<file path="src/rtl/dma_xfer_engine.sv">
// dma_xfer_engine: single-channel DMA engine that copies a block of words
// between an IO-side and a memory-side address range over one master bus.
// Each word is one read request (RD) followed by one write request (WR).
// Optional build macro: DMA_XFER_ERR_EN adds the bus_err input and the
// sticky err output; a bus error aborts the remaining words of a transfer.

module dma_xfer_engine #(
    parameter int ADDR_WIDTH = 32,
    parameter int DATA_WIDTH = 32
) (
    input  logic                  clk,
    input  logic                  rst,
    input  logic [DATA_WIDTH-1:0] ctrl,
    input  logic [ADDR_WIDTH-1:0] io_addr,
    input  logic [ADDR_WIDTH-1:0] mem_addr,
    output logic [ADDR_WIDTH-1:0] bus_addr,
    output logic                  bus_wr_en,
    output logic                  bus_rd_en,
    output logic [DATA_WIDTH-1:0] bus_wdata,
    input  logic [DATA_WIDTH-1:0] bus_rdata,
    input  logic                  bus_ready,
    output logic                  busy,
    output logic                  done,
    output logic                  intr,
    input  logic                  intr_clr
`ifdef DMA_XFER_ERR_EN
    ,
    input  logic                  bus_err,
    output logic                  err
`endif
);

    typedef enum logic [1:0] {
        IDLE = 2'd0,
        RD   = 2'd1,
        WR   = 2'd2,
        FIN  = 2'd3
    } state_t;

    state_t state;
    state_t next_state;

    logic [ADDR_WIDTH-1:0] src_addr;
    logic [ADDR_WIDTH-1:0] dst_addr;
    logic [DATA_WIDTH-1:0] hold_data;
    logic [15:0]           count;

    logic        start;
    logic        dir;
    logic [15:0] length;
    logic        err_hit;
    logic        ctrl_unused;

    assign start       = ctrl[0];
    assign dir         = ctrl[1];
    assign length      = ctrl[31:16];
    assign ctrl_unused = ^ctrl[15:2];

`ifdef DMA_XFER_ERR_EN
    assign err_hit = bus_err;
`else
    assign err_hit = 1'b0;
`endif

    // State register; reset abandons any outstanding request immediately.
    always_ff @(posedge clk) begin
        if (rst) begin
            state <= IDLE;
        end else begin
            state <= next_state;
        end
    end

    // Next-state decode and bus/status outputs, all derived from the current state.
    always_comb begin
        next_state = state;
        bus_addr   = '0;
        bus_rd_en  = 1'b0;
        bus_wr_en  = 1'b0;
        bus_wdata  = '0;
        busy       = 1'b0;
        done       = 1'b0;
        case (state)
            IDLE: begin
                if (start) begin
                    next_state = (length == 16'd0) ? FIN : RD;
                end
            end
            RD: begin
                busy      = 1'b1;
                bus_rd_en = 1'b1;
                bus_addr  = src_addr;
                if (bus_ready) begin
                    next_state = err_hit ? FIN : WR;
                end
            end
            WR: begin
                busy      = 1'b1;
                bus_wr_en = 1'b1;
                bus_addr  = dst_addr;
                bus_wdata = hold_data;
                if (bus_ready) begin
                    if (err_hit || count == 16'd1) begin
                        next_state = FIN;
                    end else begin
                        next_state = RD;
                    end
                end
            end
            FIN: begin
                busy       = 1'b1;
                done       = 1'b1;
                next_state = IDLE;
            end
            default: begin
                next_state = IDLE;
            end
        endcase
    end

    // Transfer datapath: latch the job at start, capture read data, advance after each write.
    always_ff @(posedge clk) begin
        if (rst) begin
            src_addr  <= '0;
            dst_addr  <= '0;
            hold_data <= '0;
            count     <= '0;
        end else begin
            case (state)
                IDLE: begin
                    if (start) begin
                        count    <= length;
                        src_addr <= dir ? mem_addr : io_addr;
                        dst_addr <= dir ? io_addr : mem_addr;
                    end
                end
                RD: begin
                    if (bus_ready) begin
                        hold_data <= bus_rdata;
                    end
                end
                WR: begin
                    if (bus_ready) begin
                        src_addr <= src_addr + ADDR_WIDTH'(4);
                        dst_addr <= dst_addr + ADDR_WIDTH'(4);
                        count    <= count - 16'd1;
                    end
                end
                default: begin
                end
            endcase
        end
    end

    // Sticky completion interrupt; a completion in the same cycle as a clear keeps it set.
    always_ff @(posedge clk) begin
        if (rst) begin
            intr <= 1'b0;
        end else if (state == FIN) begin
            intr <= 1'b1;
        end else if (intr_clr) begin
            intr <= 1'b0;
        end
    end

`ifdef DMA_XFER_ERR_EN
    // Sticky error flag raised by an accepted request that reported bus_err.
    always_ff @(posedge clk) begin
        if (rst) begin
            err <= 1'b0;
        end else if ((state == RD || state == WR) && bus_ready && bus_err) begin
            err <= 1'b1;
        end else if (intr_clr) begin
            err <= 1'b0;
        end
    end
`endif

endmodule

</file>
<file path="config.mk">
export PLATFORM = sky130hd
export DESIGN_NAME = dma_xfer_engine
export DESIGN_NICKNAME = d
export VERILOG_FILES = /design/src/rtl/dma_xfer_engine.sv
export SDC_FILE = /design/constraint.sdc
export NUM_CORES = 1
export LEC_CHECK = 0
export ABC_AREA = 1
export CAP_MARGIN = 10
export CORE_ASPECT_RATIO = 0.5
export CORE_MARGIN = 2
export CORE_UTILIZATION = 45
export CTS_BUF_LIST = sky130_fd_sc_hd__clkbuf_8
export DETAILED_ROUTE_END_ITERATION = 7
export GPL_TIMING_DRIVEN = 0
export HOLD_SLACK_MARGIN = 0.15
export PLACE_DENSITY_LB_ADDON = 0.3
export SETUP_SLACK_MARGIN = 0.2
export SYNTH_ARGS = -nofsm -noshare
export SYNTH_HDL_FRONTEND = slang
export SYNTH_SLANG_ARGS = --single-unit
</file>
<file path="constraint.sdc">
create_clock -name clk -period 1.95 [get_ports clk]
set_input_delay 0.39 -clock clk [delete_from_list [all_inputs] [get_ports clk]]
set_output_delay 0.39 -clock clk [all_outputs]
set_load 0.02 [all_outputs]
</file>
==> results.toml <==
[outcome]
outcome = "finished with violations"
violations = "setup timing"

[timing]
max_slew_margin_pct = 49.3
worst_slew_pin_slew_ps = 761
fmaxAchievable_ghz = 0.436
drv_slew = 0
tns_ps = -29210
fin_crit_sh_pct = 118
clock_skew_ps = 17.7
layout_setup_ws_ps = -343
rsz0062_at_grt = "true"
period_minus_slack_ps = 2290
hold_viol = 0
finalSetupViolCount = 137

[logic_synthesis]
synth_area_leaders = "dfxtp_1 (28%), nand2_1 (15%), nor2_1 (13%)"
synthArstFlopShare_pct = 0
ys_seq_area_share_pct = 27.5
synth_common_cells = "nand2_1 (335), nor2_1 (283), o21ai_0 (171)"
synth_edf_count = 0
yosysMostFrequentCell = "nand2_1"
synth_ff_type = "dfxtp_1"
synth_area_leader_cell = "dfxtp_1"
syn-num-nets = 1576
ys_ff_latch = 115
syn_inst = 1435
syn_avg_cell_area_um2 = 5.83
synth.distinct_cells = 43
synth_top_area_share_pct = 27.5
synth_area_um2 = 8370
yosys_warnings = 0

[placed_design]
post-place-cells = 1860
dp_slack_ps = -622
place.gp.congestion = 0.973
hpwlAfterDp_um = 27900
portBuffers = 185

[global_route]
grt_usage_pct = 39.8
grt_pass1_vias = 10500
overflow = 0
grt_pass1_wl_um = 59100
antenna_found_initial = 0
grt_max_degree = 17

[final_layout]
final_cells = 1956
final_core_util_pct = 71.0
drive_above_1_share_pct = 24.4
syn_to_final_growth_pct = 55.2
nNetsFinal = 1843
nFillCells = 1526

[die]
die_w_um = 197
rows = 35
fp.coreArea_um2 = 18300
io_pins = 201
die_h_um = 100
initial_utilization_pct = 45.7
die_area_um2 = 19800

[pwr]
ir_drop_uv = 1380
leakage_nw = 5.66
power_density_nw_per_um2 = 1570

[cts]
numCtsBuffers = 17
clk_path_buf_depth = 2
cts_tree = "built"
clk_latency_ps = 450
cts_root_buf = "clkbuf_8"
clk_pin_slew_ps = 80
clock_sinks = 115
htree_levels = 4
cts_hold_buf = 0

[worst_setup_path]
crit_type = "flop to output pin"
crit_buf_inv = 6
crit_top_cell = "buf_12"
crit_path_end_kind = "output pin"
slowest_delay_ps = 360
crit_fanout = 6
cp_top_family = "buffers and inverters"
cp_data_required_time_ps = 1560
critPathSlowestCell = "dfxtp_4"
cp_cell_sequence = "inv_4, ha_4, buf_12, buf_12, buf_12, buf_12, nand2_4, a21oi_4, buf_6"
arrival_ps = 1900
start_kind = "flop"

[worst_hold_path]
hold_class = "flop to flop"

[route]
firstDrtPassIters = 8
detail-route-antenna-nets = 0
wl_per_cell_um = 20.8
drc = 0
viasPerCell = 5.80
drtIter0Drc = 1502
routed_wl_um = 40700
vias = 11300

[run]
maxCapViolations = 0
## cell usage in the layout, fill, tap and decap left out, types with 17 or more instances in the layout
cell type,synthesis,final
clkdlybuf4s50_1,0,116
a31oi_1,20,20
o21ai_0,171,147
nand2_1,335,287
nand3_1,34,34
o21ai_1,7,29
nand4_1,26,26
nor2_1,283,277
inv_1,136,98
buf_4,12,49
dfxtp_1,115,112
nand2_2,12,42
clkbuf_1,34,17
a21oi_1,113,74
a21oi_4,1,32
nand2_4,0,18
clkbuf_8,0,20
buf_6,1,68
inv_2,5,38
## stage by stage
| stage | hold WS (ps) | power, mW | area (um2) |
|---|---|---|---|
| CTS | 480 | 19.0 | 12600 |
| global route | 503 | 21.2 | 13000 |
| finish | 482 | 20.5 | 13000 |
| detailed placement | 466 | 12.8 | 10900 |
| floorplan | 446 | 9.78 | 8730 |
| global placement | 458 | 12.7 | 10900 |
## final timing paths
check | from | slack, ps | depth (start not counted) | end
worst max-delay path | state[0]$_SDFFE_PP0P_ | -340 | 9 | bus_addr[10]
worst min-delay path | count[15]$_SDFFE_PP0P_ | 480 | 2 | count[15]$_SDFFE_PP0P_
worst max register to register | state[0]$_SDFFE_PP0P_ | -230 | 14 | src_addr[12]$_SDFFE_PP0P_
worst min register to register | count[15]$_SDFFE_PP0P_ | 480 | 2 | count[15]$_SDFFE_PP0P_
## cells by family (layout without fill, tap and decap cells)
kind of cell	after synthesis	after routing	share of synthesized area [%]
simple gates	737	737	37.3
compound gates	344	344	22.0
buf+inv	222	502	11.0
flops	115	115	27.5
fa+ha+maj	9	9	1.35
xor+xnor	8	8	0.837
other cells	0	1	0
## final cells by class
| cell class | instances | area, um2 | area share [%] |
|---|---|---|---|
| clock buffers | 18 | 248 | 1.91 |
| plain buffers | 81 | 862 | 6.64 |
| repair buffers | 248 | 2750 | 21.2 |
| clock inverters | 14 | 138 | 1.06 |
| flip-flops and latches | 115 | 2310 | 17.8 |
| diodes | 1 | 2.50 | 0.0193 |
| multi-input cells | 1098 | 5830 | 44.9 |
| inverters | 141 | 546 | 4.20 |
| well taps | 240 | 300 | 2.31 |
## worst reg2reg max path, cell delays in order, from the launching register on
cell and delay (ps):
dfxtp_4 370, inv_4 50, ha_4 160, buf_12 140
buf_6 140, buf_4 140, nand2_2 80, nand2_4 80
a21oi_4 190, buf_6 150, buf_12 140, buf_6 110
buf_6 110, o21ai_1 70, a21oi_1 180
## routing by layer
metal | vias up | routed length (um) | GRT usage [%]
li1 | 5193 | - | -
met1 | 5169 | 16300 | 51.0
met2 | 796 | 17300 | 63.7
met3 | 183 | 4930 | 9.04
met4 | 0 | 2190 | 20.0
met5 | - | 0 | 0
## power breakdown
part	internal, mW	switching, mW	leakage (nW)
Combinational	6.23	7.54	4.51
Clock	1.16	1.15	0.196
Sequential	3.24	1.13	0.951
## repair_timing
item,4_1_cts,5_1_grt
gates resized for setup,578,85
hold endpoints to repair,0,0
gates cloned,16,6
endpoints found under the setup margin,180,179
pin swaps,32,19
buffers inserted,35,6
## state kept, by name, indices dropped and copies added, names as in the netlist
| name | count |
|---|---|
| hold_data | 32 |
| dst_addr | 32 |
| src_addr | 32 |
| count | 16 |
| state | 2 |
| intr | 1 |
(Power assumes the default switching activity.)
